File: config.mk
export PLATFORM = sky130hd
export DESIGN_NAME = prog_loader
export DESIGN_NICKNAME = d
export VERILOG_FILES = /design/src/rtl/prog_loader_pkg.sv /design/src/rtl/prog_loader.sv
export SDC_FILE = /design/constraint.sdc
export NUM_CORES = 1
export LEC_CHECK = 0
export ABC_AREA = 1
export BUFFER_PORTS_ARGS = -buffer_cell sky130_fd_sc_hd__buf_4
export CAP_MARGIN = 0
export CORE_MARGIN = 2
export CORE_UTILIZATION = 35
export DETAILED_ROUTE_END_ITERATION = 10
export SYNTH_ARGS = -nofsm -noshare
export SYNTH_HDL_FRONTEND = slang
export SYNTH_SLANG_ARGS = --single-unit
File: constraint.sdc
create_clock -name clk -period 2.4 [get_ports clk]
set_clock_uncertainty 0.05 [all_clocks]
set_input_delay 0.12 -clock clk [delete_from_list [all_inputs] [get_ports clk]]
set_output_delay 0.12 -clock clk [all_outputs]
set_load 0.02 [all_outputs]
File: src/rtl/prog_loader_pkg.sv
// Shared definitions for the boot-time program loader: state encoding,
// default frame sync byte and the instruction width used by cd and uc.
package prog_loader_pkg;

    typedef enum logic [2:0] {
        ST_IDLE,
        ST_LEN_HI,
        ST_LEN_LO,
        ST_DATA_HI,
        ST_DATA_LO,
        ST_CHECK,
        ST_RUN,
        ST_ERR
    } state_t;

    localparam logic [7:0]  SYNC_DEFAULT = 8'hA5;
    localparam int unsigned INSTR_W      = 16;

endpackage

File: src/rtl/prog_loader.sv
// Receives a framed byte stream, writes 16-bit words to program memory from
// address 0, checks the XOR checksum and releases the CPU reset on success.
module prog_loader
    import prog_loader_pkg::*;
#(
    parameter int unsigned AW   = 10,
    parameter logic [7:0]  SYNC = SYNC_DEFAULT
) (
    input  logic               clk,
    input  logic               reset,
    input  logic [7:0]         rx_data,
    input  logic               rx_valid,
    output logic               rx_ready,
    input  logic               restart,
    output logic               mem_we,
    output logic [AW-1:0]      mem_addr,
    output logic [INSTR_W-1:0] mem_wdata,
    output logic               cpu_reset,
    output logic               done,
    output logic               error
);

    state_t      state_q, state_d;
    logic        xfer;
    logic [7:0]  len_hi_q;
    logic [7:0]  hi_q;
    logic [7:0]  csum_q;
    logic [AW:0] n_q;
    logic [AW:0] cnt_q;
    logic [AW:0] cnt_inc;
    logic [15:0] n_full;
    logic        oversize;

    assign n_full   = {len_hi_q, rx_data};
    assign oversize = 32'(n_full) > (32'd1 << AW);
    assign cnt_inc  = cnt_q + (AW+1)'(1);
    assign xfer     = rx_valid && rx_ready;

    // Gated by reset so no byte is acknowledged while the loader is held.
    always_comb begin
        rx_ready = 1'b0;
        if (!reset) begin
            case (state_q)
                ST_RUN, ST_ERR: rx_ready = 1'b0;
                default:        rx_ready = 1'b1;
            endcase
        end
    end

    always_ff @(posedge clk or posedge reset) begin
        if (reset) begin
            state_q <= ST_IDLE;
        end else begin
            state_q <= state_d;
        end
    end

    always_comb begin
        state_d   = state_q;
        cpu_reset = 1'b1;
        done      = 1'b0;
        error     = 1'b0;
        case (state_q)
            ST_IDLE: begin
                if (xfer && rx_data == SYNC) state_d = ST_LEN_HI;
            end
            ST_LEN_HI: begin
                if (xfer) state_d = ST_LEN_LO;
            end
            ST_LEN_LO: begin
                if (xfer) begin
                    if (oversize)           state_d = ST_ERR;
                    else if (n_full == '0)  state_d = ST_CHECK;
                    else                    state_d = ST_DATA_HI;
                end
            end
            ST_DATA_HI: begin
                if (xfer) state_d = ST_DATA_LO;
            end
            ST_DATA_LO: begin
                if (xfer) state_d = (cnt_inc == n_q) ? ST_CHECK : ST_DATA_HI;
            end
            ST_CHECK: begin
                if (xfer) state_d = (rx_data == csum_q) ? ST_RUN : ST_ERR;
            end
            ST_RUN: begin
                cpu_reset = 1'b0;
                done      = 1'b1;
                if (restart) state_d = ST_IDLE;
            end
            ST_ERR: begin
                error = 1'b1;
                if (restart) state_d = ST_IDLE;
            end
            default: state_d = ST_IDLE;
        endcase
    end

    always_ff @(posedge clk or posedge reset) begin
        if (reset) begin
            len_hi_q  <= '0;
            hi_q      <= '0;
            csum_q    <= '0;
            n_q       <= '0;
            cnt_q     <= '0;
            mem_we    <= 1'b0;
            mem_addr  <= '0;
            mem_wdata <= '0;
        end else begin
            mem_we <= 1'b0;
            if (xfer) begin
                case (state_q)
                    ST_IDLE: begin
                        if (rx_data == SYNC) csum_q <= '0;
                    end
                    ST_LEN_HI: begin
                        len_hi_q <= rx_data;
                        csum_q   <= csum_q ^ rx_data;
                    end
                    ST_LEN_LO: begin
                        n_q    <= (AW+1)'(n_full);
                        cnt_q  <= '0;
                        csum_q <= csum_q ^ rx_data;
                    end
                    ST_DATA_HI: begin
                        hi_q   <= rx_data;
                        csum_q <= csum_q ^ rx_data;
                    end
                    ST_DATA_LO: begin
                        mem_we    <= 1'b1;
                        mem_addr  <= cnt_q[AW-1:0];
                        mem_wdata <= {hi_q, rx_data};
                        cnt_q     <= cnt_inc;
                        csum_q    <= csum_q ^ rx_data;
                    end
                    default: ;
                endcase
            end
        end
    end

endmodule
# Word level (Yosys, flattened, before mapping)
# Index checks and enable logic that the tools add are counted.
# classes
n_reduce_logical	15
mux	22
n_addsub	1
bitwise_logic	1
shifts	0
div_mod_pow	0
eq_ne	18
mul	0
order_cmp	1
# ops
op	n
2-to-1 mux 3 bit	10
case mux 11 bit (2 select lines)	1
case mux 3 bit (7 select lines)	1
greater-than comparator 16 x 11 -> 1 bit (second input constant)	1
logical NOT 16 bit	1
case mux 8 bit (2 select lines)	1
inequality test 2 bit (second input constant)	7
equality test 3 bit (second input constant)	4
adder 11 x 1 -> 11 bit (second input constant)	1
equality test 11 bit	1
AND reduction 2 bit	5
equality test 8 bit	1
equality test 8 bit (second input constant)	1
2-to-1 mux 1 bit	8
2-to-1 mux 8 bit	1
bitwise XOR 8 bit	1
AND reduction 7 bit	1
equality test 3 x 2 -> 1 bit (second input constant)	2
nonzero test 2 bit	2
OR reduction 4 bit	1
equality test 3 x 1 -> 1 bit (second input constant)	1
logical NOT 3 bit	1
AND reduction 3 bit	1
logical AND 1 bit	2
2 further kinds	2
# totals
mem_bits_ro	0
elab_cells	67
inputBits	12
out_inout_bits	31
ram_bits	0
latchBits	0
register_bits	76
memories	0

# Depth between registers and ports, before layout
# Gate-level depths: netlist of run 1.
# depth
ltp_word	8
mapped_depth	14
ltp_nobuf	14

# Worst setup path after synthesis of run 1
# OpenSTA, ideal clock, no wires.
# synth_path
path_type	reg2reg
startpoint	register state_q[2]
endpoint	register hi_q[7]
setup_ps	125
slack_ps	681
arrival_time_ps	1544
path_buffers	1
t_required_ps	2225
stages_incl_launch_ff	8
synth_period_minus_slack_ps	1719
cell_sequence	dfrtp_1 -> nand2_2 -> inv_2 -> nor2_8 -> nand2_4 -> nor2_1 -> buf_2 -> mux2_2
# synth_via
elab_chain_len	6
elab_cells_between_ends	8
cone_classes	3 x eq/ne; 2 x mux; 3 x reduce/logical
# synth_lines
element	line_no	source
start: declaration	prog_loader.sv:23	state_t state_q, state_d;
start signal: assignment	prog_loader.sv:54	state_q <= state_d;
equality test 3 bit	prog_loader.sv:43	case (state_q)
OR reduction 2 bit (no line) (*)	--	
2-to-1 mux 1 bit (*)	prog_loader.sv:43	
2-to-1 mux 1 bit (*)	prog_loader.sv:42	if (!reset) begin
net rx_ready	prog_loader.sv:13	output logic rx_ready,
logical AND 1 bit (*)	prog_loader.sv:37	assign xfer = rx_valid && rx_ready;
AND reduction 2 bit (no line) (*)	--	
end signal: assignment	prog_loader.sv:126	hi_q <= rx_data;
end: declaration	prog_loader.sv:26	logic [7:0] hi_q;
# The timed path passes the listed nets; every way through them passes the cells marked *.
# A chain may end at the register's enable or synchronous reset.

# Worst setup path after layout of run 1
# layout_path
startpoint	register cnt_q[0]
endpoint	register state_q[1]
# layout_via
elab_chain_len	5
# layout_lines
element	line_no	source
start: declaration	prog_loader.sv:29	logic [AW:0] cnt_q;
start signal: assignment	prog_loader.sv:133	cnt_q <= cnt_inc;
adder 11 x 1 -> 11 bit	prog_loader.sv:36	assign cnt_inc = cnt_q + (AW+1)'(1);
equality test 11 bit	prog_loader.sv:81	if (xfer) state_d = (cnt_inc == n_q) ? ST_CHECK : ST_DATA_HI;
2-to-1 mux 3 bit (2 in series)	prog_loader.sv:81	
case mux 3 bit (7 select lines)	prog_loader.sv:63	case (state_q)
# No other way between the ends. The select of a mux whose other input is x is not followed.

==> out/metrics.cfg, run 1 <==
[route]
vias_per_cell = 4.66
vias = 2942
wl_mm = 8.17
drtPass1Iterations = 5
ant_nets = 0
wire_per_inst_um = 13.0
first_iter_violations = 101
drc_errors = 0

[logic_synthesis]
netlist.area_leader.share = 0.518
ys_types = 33
netlist_top_cells_area = dfrtp_1 52%, nand2_1 13%, inv_1 5.4%
syn-cell-area_um2 = 3670
netlist.top_cell.by_area = dfrtp_1
yosysSeqAreaShare = 0.518
synth_area_per_cell_um2 = 8.41
ys_seq_elements = 76
synth_warnings = 0
synth_fp_nets = 450
netlist_instances = 437

[cells_and_area]
drive_gt1_frac = 0.184
areaGrowthSynthToFinish_pct = 19.6
fin_cells = 631
multi_input_area_um2 = 1480
regArea_um2 = 1900
fin_util = 0.428
diodes = 0
n_fill_cell = 1031
final_cell_area_um2 = 4400
num-nets-final = 503

[power]
p_comb_frac = 0.391
p_leak_nw = 2.19
ir_drop_uv = 489
switchingPower_w = 0.00219
clkPwrFrac = 0.179
p_int_w = 0.00312
swShare = 0.412
seqPwrFrac = 0.430
powerDensity_nw_per_um2 = 1210

[place]
placed_cells = 608
gp_congestion = 0.846
portBuffers = 42
place_area_um2 = 4140
dpl.hpwl_mm = 5.76

[clock_tree]
cts_setup_buffers = 0
cts_sinks = 76
ctsRootBufferMaster = clkbuf_8
h-tree-depth = 3
path_clk_slew_ns = 0.09
clkLatencyLatePin_ns = 0.36
cts_inserted_buffers = 9
clk_path_buf_depth = 2
cts_tree = done

[worst_setup_path]
cp-end-kind = flop
reg2reg_from = cnt_q[0]
required_ns = 2.61
arrival_ns = 2.27
reg2reg_slack_ns = 0.34
crit_start = cnt_q[0]
crit_path_start_kind = flop
path_class = reg2reg
rr_worst_depth = 14
crit_fanout = 5
regToRegEndpoint = state_q[1]

[worst_hold_path]
hold_start = restart
holdPathEnd = state_q[2]
hold_depth = 4
min_path_type = in2reg

[job]
maxCapViolCount = 0

[global_route]
grt_max_degree = 77
antenna_found_initial = 0
grt_overflow = 0
grt_pass1_vias = 2836
grt_pass1_wl_mm = 13.7
grt_usage = 0.151

[floorplan]
die_w_um = 106
initial_utilization = 0.358
ios = 43
row_count = 37
core_um2 = 10300
dieHeight_um = 106
die-area_um2 = 11300

[sta]
setup-tns-final_ns = 0
rsz0062_at_grt = false
setup-violations-final = 0
hold_violations = 0
drv_slew = 0
fin_crit_sh = 0.860
timing.fmax_ghz = 0.484
slew_headroom = 0.676
period_needed_ns = 2.06
worst_pin_slew_ns = 0.485

[outcome]
run_status = complete, no violations

==> cell usage in the layout (no fill, tap or decap), drive strengths merged, types with 7 or more instances in the layout <==
cell type    Yosys  layout
nor2            40      40
dfrtp           76      76
nand4            7       7
o21ai           37      37
dlygate4sd3      0       7
xor2             9       9
nand2          133     133
a21oi            9       9
clkbuf           3       9
o22ai           11      11
buf             10      48
nand3           26      26
inv             57      62
==> synthesized netlist by cell type (all sizes together) <==
| cell | n |
|---|---|
| a21boi | 1 |
| nor3 | 3 |
| clkbuf | 3 |
| nand3 | 26 |
| o21ai | 37 |
| o21bai | 1 |
| o22ai | 11 |
| xnor3 | 1 |
| nor4 | 2 |
| dfrtp | 76 |
| inv | 57 |
| buf | 10 |
| nand4 | 7 |
| o32ai | 3 |
| nand3b | 1 |
| xor2 | 9 |
| ha | 1 |
| nand2 | 133 |
| a21oi | 9 |
| nor2 | 40 |
| mux2 | 6 |
==> metal layers <==
layer,vias up,track usage,share of wire
li1,1502,-,-
met4,0,0.0427,0.014
met3,13,0.0380,0.040
met5,-,0,0
met1,1365,0.200,0.47
met2,62,0.247,0.47
==> flip-flops by register name (all words and copies together), names as in the netlist <==
name and count:
cnt_q 11, csum_q 8, hi_q 8, len_hi_q 8
mem_addr 10, mem_wdata 16, mem_we 1, n_q 11
state_q 3
==> power by group through the flow <==
stage | Combinational [W] | Clock [W] | Sequential, W
after floorplan | 0.00127 | 0 | 0.00244
after CTS | 0.00210 | 0.000983 | 0.00228
after global placement | 0.00205 | 0 | 0.00228
after global routing | 0.00234 | 0.00103 | 0.00237
final | 0.00208 | 0.000952 | 0.00228
after detailed placement | 0.00209 | 0 | 0.00230
==> what timing repair did <==
item / in CTS / in global routing
hold endpoints to repair: 84 / 0
gates resized for setup: 0 / 0
hold buffers: 7 / 0
==> layout make-up <==
cell class | instances | area share
Clock buffer | 9 | 0.0282
Clock inverter | 7 | 0.0151
Inverter | 57 | 0.0487
Multi-Input combinational cell | 291 | 0.336
Sequential cell | 76 | 0.433
Tap cell | 136 | 0.0387
Timing Repair Buffer | 55 | 0.101
==> stage by stage <==
step / hold WS (ns) / setup slack [ns] / power (W)
final: 0.0171 / 0.335 / 0.00531
after global routing: 0.0416 / 0.0817 / 0.00574
after CTS: 0.00109 / 0.326 / 0.00537
after detailed placement: 0.238 / 0.332 / 0.00439
after global placement: 0.240 / 0.340 / 0.00433
after floorplan: 0.180 / 0.292 / 0.00370
==> worst max-delay path by stage <==
stage / endpoint / slack, ns
3_5_place_dp: state_q[1] / 0.33
2_1_floorplan: cnt_q[0] / 0.29
6_report: state_q[1] / 0.34
3_3_place_gp: state_q[1] / 0.34
4_1_cts: state_q[1] / 0.33
5_1_grt: state_q[1] / 0.08
==> worst max-delay path, stage by stage, from the launching register on <==
cell and delay (ns):
dfrtp_1 0.45, ha_1 0.22, nand2_1 0.12, nor2_1 0.29, nand2_1 0.08, nand2_1 0.09, nand2_1 0.06, nand2_1 0.05
nand2_1 0.04, nor2_1 0.17, nand3_1 0.11, nand2_1 0.06, nand2_1 0.06, nand2_1 0.06, nand2_1 0.05
==> logic make-up after synthesis <==
logic type,Yosys count,synth area share
xor+xnor,10,0.0276
compound gates,62,0.0984
mux,6,0.0184
flops,76,0.518
fa+ha+maj,1,0.00340
buf+inv,70,0.0807
simple gates,212,0.254
Power figures use the tool's default switching activity.
==> inputs of run 2 (changes only) <==
BUFFER_PORTS_ARGS = unset   (was -buffer_cell sky130_fd_sc_hd__buf_4)
DONT_BUFFER_PORTS = 1   (was unset)
==> run 2 against run 1 <==
Critical path depth is the same. Critical path type unchanged. Clock power grew 19%. First-iteration DRC count grew 17%. Routed wire length grew 2.9%. Cell area shrank 5.3%. Largest power group unchanged. Cell count shrank 6.2%.
==> out/metrics.cfg, run 2 (synthesis results as in run 1) <==
[sta]
setup-violations-final = 0  ; unchanged
fin_ws_ns = 0.313  ; -0.0225 ns
setup-tns-final_ns = 0  ; unchanged
period_needed_ns = 2.09  ; +0.0225 ns
rsz0062_at_grt = false
timing.fmax_ghz = 0.479  ; -1.1%
worst_pin_slew_ns = 0.735  ; +0.251 ns
hold_violations = 0  ; unchanged
slew_headroom = 0.506  ; -0.170
drv_slew = 0  ; unchanged
fin_crit_sh = 0.870  ; +0.00936

[cells_and_area]
final_cell_area_um2 = 4160  ; -5.3%
fin_cells = 592  ; -6.2%
final_common_cell = nand2_1
regArea_um2 = 1900  ; unchanged
fin_util = 0.405  ; -0.0225
diodes = 0  ; unchanged
largest_reg_flops = 16  ; unchanged
drive_gt1_frac = 0.107  ; -0.0764
top_regs = mem_wdata: 16 flops, cnt_q: 11 flops, n_q: 11 flops
multi_input_area_um2 = 1480  ; unchanged
layout_common_cells = 128 x nand2_1, 76 x dfrtp_1, 52 x inv_1, 37 x nor2_1, 34 x o21ai_0
num-nets-final = 464  ; -7.8%
areaGrowthSynthToFinish_pct = 13.3
regMostFlops = mem_wdata
n_fill_cell = 1063  ; +3.1%

[clock_tree]
path_clk_slew_ns = 0.08  ; about the same
cts_inserted_buffers = 9  ; unchanged
cts_tree = done
cts_setup_buffers = 0  ; unchanged
cts-resized-gates = 0  ; unchanged
ctsRootBufferMaster = clkbuf_8
clk_path_buf_depth = 2  ; unchanged
h-tree-depth = 3  ; unchanged
clkLatencyLatePin_ns = 0.35  ; about the same
cts_hold_buffers = 10  ; +3
cts_sinks = 76  ; unchanged

[floorplan]
die-area_um2 = 11300  ; unchanged
dieHeight_um = 106  ; unchanged
row_count = 37  ; unchanged
initial_utilization = 0.358  ; unchanged
core_um2 = 10300  ; unchanged
ios = 43  ; unchanged
die_w_um = 106  ; unchanged

[worst_setup_path]
cp-end-kind = flop
arrival_ns = 2.28  ; about the same
required_ns = 2.59  ; -0.02 ns
crit_fanout = 5  ; unchanged
path_class = reg2reg
crit_path_start_kind = flop

[route]
wire_per_inst_um = 14.2  ; +9.7%
drc_errors = 0  ; unchanged
ant_nets = 0  ; unchanged
vias = 2815  ; -4.3%
drtPass1Iterations = 4  ; -1
vias_per_cell = 4.76  ; +2.0%
first_iter_violations = 118  ; +17%
wl_mm = 8.41  ; +2.9%

[global_route]
grt_pass1_vias = 2747  ; -3.1%
grt_usage = 0.157  ; +0.00516
antenna_found_initial = 0  ; unchanged
grt_max_degree = 49  ; -36%
grt_overflow = 0  ; unchanged
grt_pass1_wl_mm = 13.8  ; +0.70%

[power]
p_leak_nw = 2.01  ; -8.1%
powerDensity_nw_per_um2 = 1250  ; +3.4%
ir_drop_uv = 548  ; +12%

[place]
pre_cts_ws_ns = 0.346  ; +0.0139 ns
placed_cells = 566  ; -6.9%
gp_congestion = 0.803  ; -5.1%
place_area_um2 = 3830  ; -7.3%
portBuffers = 0  ; -100%
dpl.hpwl_mm = 5.76  ; about the same

[job]
maxCapViolCount = 0  ; unchanged

[worst_hold_path]
min_path_type = in2reg

[outcome]
run_status = complete, no violations

[run 2: area by class of cell]
class / instances / area share
clock buffers: 10 / 0.0331
flip-flops and latches: 76 / 0.457
inverters: 57 / 0.0514
clock inverters: 6 / 0.0225
multi-input cells: 291 / 0.355
well taps: 136 / 0.0409
repair buffers: 16 / 0.0409
[run 2: stage by stage]
| stage | hold slack (ns) | power, W |
|---|---|---|
| final | 0.0539 | 0.00520 |
| after global placement | 0.0549 | 0.00404 |
| after detailed placement | 0.0705 | 0.00408 |
| after global routing | 0.0814 | 0.00561 |
| after floorplan | 0.180 | 0.00370 |
| after CTS | 0.0406 | 0.00525 |
[run 2: metal layers]
metal | track usage | routed length [um] | up-vias
li1 | - | - | 1426
met1 | 0.214 | 4110 | 1325
met2 | 0.239 | 3680 | 58
met3 | 0.0546 | 576 | 6
met4 | 0.0362 | 51 | 0
met5 | 0 | 0 | -
[run 2: path summary, 6_finish.rpt]
check                           startpoint            to  slack, ns  depth (start not counted)
worst max register to register    cnt_q[0]    state_q[1]       0.31                         14
worst min-delay path              rx_valid     csum_q[7]       0.05                          3
max in group asynchronous            reset      cnt_q[8]       1.36                          3
min in group asynchronous            reset     csum_q[4]       0.25                          2
worst max-delay path              cnt_q[0]    state_q[1]       0.31                         14
worst min register to register     hi_q[0]  mem_wdata[8]       0.42                          2
[run 2: critical path: stages, from the launching register on]
cell and delay, ns:
dfrtp_1 0.42, ha_1 0.22, nand2_1 0.12, nor2_1 0.22
nand2_1 0.11, nand3_1 0.08, nand2_1 0.05, nor2_1 0.10
nand2_1 0.10, nor2_1 0.17, nand3_1 0.10, nand2_1 0.07
nand2_1 0.06, nand2_1 0.06, nand2_1 0.05
[run 2: report_power, final]
part / internal (W) / leakage, nW / switching, W
clock: 0.000623 / 0.113 / 0.000505
combinational: 0.000626 / 0.929 / 0.000926
sequential: 0.00185 / 0.970 / 0.000671
total: 0.00310 / 2.01 / 0.00210
==> inputs of run 3 (changes only) <==
ABC_CLOCK_PERIOD_IN_PS = 2400   (was unset)
PLACE_DENSITY = 0.49   (was unset)
==> run 3 against run 2 <==
First-iteration DRC count up 17%. Cell area up 0.21%. Die area unchanged. Sequential cell count unchanged. Utilization up 0.085 points. Routed wire length about the same. Sequential share of layout area down 0.096 points. Sequential power about the same. Highest routed layer unchanged.
==> out/metrics.cfg, run 3 (synthesis results as in run 1) <==
[global_route]
antenna_found_initial = 0  ; unchanged
grt_max_degree = 42  ; -14%
grt_usage = 0.162  ; +0.00570
grt_pass1_wl_mm = 14.2  ; +2.4%
grt_overflow = 0  ; unchanged
grt_pass1_vias = 2813  ; +2.4%

[cells_and_area]
regArea_um2 = 1900  ; unchanged
top_regs = mem_wdata: 16 flops, cnt_q: 11 flops, n_q: 11 flops
areaGrowthSynthToFinish_pct = 13.6
n_fill_cell = 1066  ; +0.28%
layout_common_cells = 128 x nand2_1, 76 x dfrtp_1, 52 x inv_1, 37 x nor2_1, 34 x o21ai_0
regMostFlops = mem_wdata
drive_gt1_frac = 0.111  ; +0.00390
multi_input_area_um2 = 1480  ; unchanged
final_common_cell = nand2_1
largest_reg_flops = 16  ; unchanged
fin_util = 0.406  ; +0.000852
final_cell_area_um2 = 4170  ; +0.21%
num-nets-final = 466  ; +0.43%
diodes = 0  ; unchanged

[clock_tree]
cts_inserted_buffers = 9  ; unchanged
clkLatencyLatePin_ns = 0.35  ; about the same
h-tree-depth = 3  ; unchanged
cts_tree = done
clk_path_buf_depth = 2  ; unchanged
cts-resized-gates = 0  ; unchanged
ctsRootBufferMaster = clkbuf_8
cts_sinks = 76  ; unchanged
path_clk_slew_ns = 0.08  ; about the same

[route]
drtPass1Iterations = 4  ; unchanged
vias_per_cell = 4.71  ; -0.94%
vias = 2798  ; -0.60%
wire_per_inst_um = 14.2  ; -0.37%
ant_nets = 0  ; unchanged
wl_mm = 8.41  ; about the same
first_iter_violations = 138  ; +17%
drc_errors = 0  ; unchanged

[worst_setup_path]
path_class = reg2reg
reg2reg_slack_ns = 0.41  ; +0.10 ns
crit_start = cnt_q[0]
crit_fanout = 5  ; unchanged
cp-end-kind = flop
required_ns = 2.58  ; about the same
crit_path_start_kind = flop
arrival_ns = 2.18  ; -0.10 ns
reg2reg_from = cnt_q[0]
rr_worst_depth = 14  ; unchanged
regToRegEndpoint = state_q[1]

[place]
gp_congestion = 0.790  ; -1.7%
portBuffers = 0  ; unchanged
dpl.hpwl_mm = 5.82  ; +1.1%
pre_cts_ws_ns = 0.429  ; +0.0826 ns
place_area_um2 = 3820  ; -0.23%

[floorplan]
core_um2 = 10300  ; unchanged
ios = 43  ; unchanged
dieHeight_um = 106  ; unchanged
die-area_um2 = 11300  ; unchanged
initial_utilization = 0.358  ; unchanged
die_w_um = 106  ; unchanged
row_count = 37  ; unchanged

[sta]
fin_crit_sh = 0.830  ; -0.0397
rsz0062_at_grt = false
timing.fmax_ghz = 0.502  ; +4.8%
setup-violations-final = 0  ; unchanged
drv_slew = 0  ; unchanged
slew_headroom = 0.553  ; +0.0469
hold_ws_ns = 0.0288  ; -0.0252 ns
fin_ws_ns = 0.408  ; +0.0952 ns
setup-tns-final_ns = 0  ; unchanged
worst_pin_slew_ns = 0.665  ; -0.0698 ns
hold_violations = 0  ; unchanged
period_needed_ns = 1.99  ; -0.0952 ns

[worst_hold_path]
hold_depth = 2  ; -1
min_path_type = in2reg
hold_start = rx_data[4]
holdPathEnd = hi_q[4]

[job]
maxCapViolCount = 0  ; unchanged

[power]
powerDensity_nw_per_um2 = 1250  ; +0.23%
p_leak_nw = 2.02  ; +0.23%
ir_drop_uv = 464  ; -15%

[outcome]
run_status = complete, no violations

==> run 3: changes by cell type in the layout (fill, tap and decap cells not counted) <==
cell	change
inv_2	-1
buf_4	+4
inv_6	-2
clkinv_2	+2
bufinv_16	+1
buf_12	-2
==> run 3: critical path: stages (launching register included) <==
cell and delay [ns]:
dfrtp_1 0.41, ha_1 0.21, nand2_1 0.12, nor2_1 0.31
nand2_1 0.09, nand2_1 0.09, nand2_1 0.07, nand2_1 0.06
nand2_1 0.04, nor2_1 0.13, nand3_1 0.10, nand2_1 0.07
nand2_1 0.05, nand2_1 0.05, nand2_1 0.05
==> run 3: what timing repair did <==
item	in CTS	in global routing
hold buffers	10	0
buffers inserted	0	0
hold endpoints to repair	109	0
==> run 3: layout make-up <==
| cell class | count | share of cell area |
|---|---|---|
| Tap cell | 136 | 0.0408 |
| Multi-Input combinational cell | 291 | 0.354 |
| Inverter | 57 | 0.0516 |
| Clock buffer | 10 | 0.0330 |
| Timing Repair Buffer | 18 | 0.0384 |
| Sequential cell | 76 | 0.456 |
| Clock inverter | 6 | 0.0267 |
==> run 3: worst max path at each step <==
stage / endpoint / cells after the start
6_report: state_q[1] / 14
5_1_grt: state_q[1] / 14
4_1_cts: state_q[1] / 14
3_5_place_dp: state_q[1] / 14
3_3_place_gp: cnt_q[6] / 9
2_1_floorplan: cnt_q[0] / 1
==> run 3: stage by stage <==
stage / power [W] / cells
global placement: 0.00402 / 568
detailed placement: 0.00405 / 568
CTS: 0.00530 / 594
floorplan: 0.00370 / 437
finish: 0.00523 / 594
global route: 0.00566 / 594
==> run 3: routing by layer <==
| metal | wire length [um] | track usage | vias to the layer above |
|---|---|---|---|
| li1 | - | - | 1434 |
| met1 | 4070 | 0.214 | 1299 |
| met2 | 3840 | 0.258 | 56 |
| met3 | 398 | 0.0466 | 9 |
| met4 | 106 | 0.0529 | 0 |
| met5 | 0 | 0 | - |
==> run 3: where the power goes <==
group	internal [W]	switching [W]	total [W]	leakage (nW)
clock network	0.000719	0.000484	0.00120	0.122
logic	0.000609	0.000873	0.00148	0.925
registers	0.00185	0.000688	0.00254	0.970
total	0.00318	0.00205	0.00523	2.02
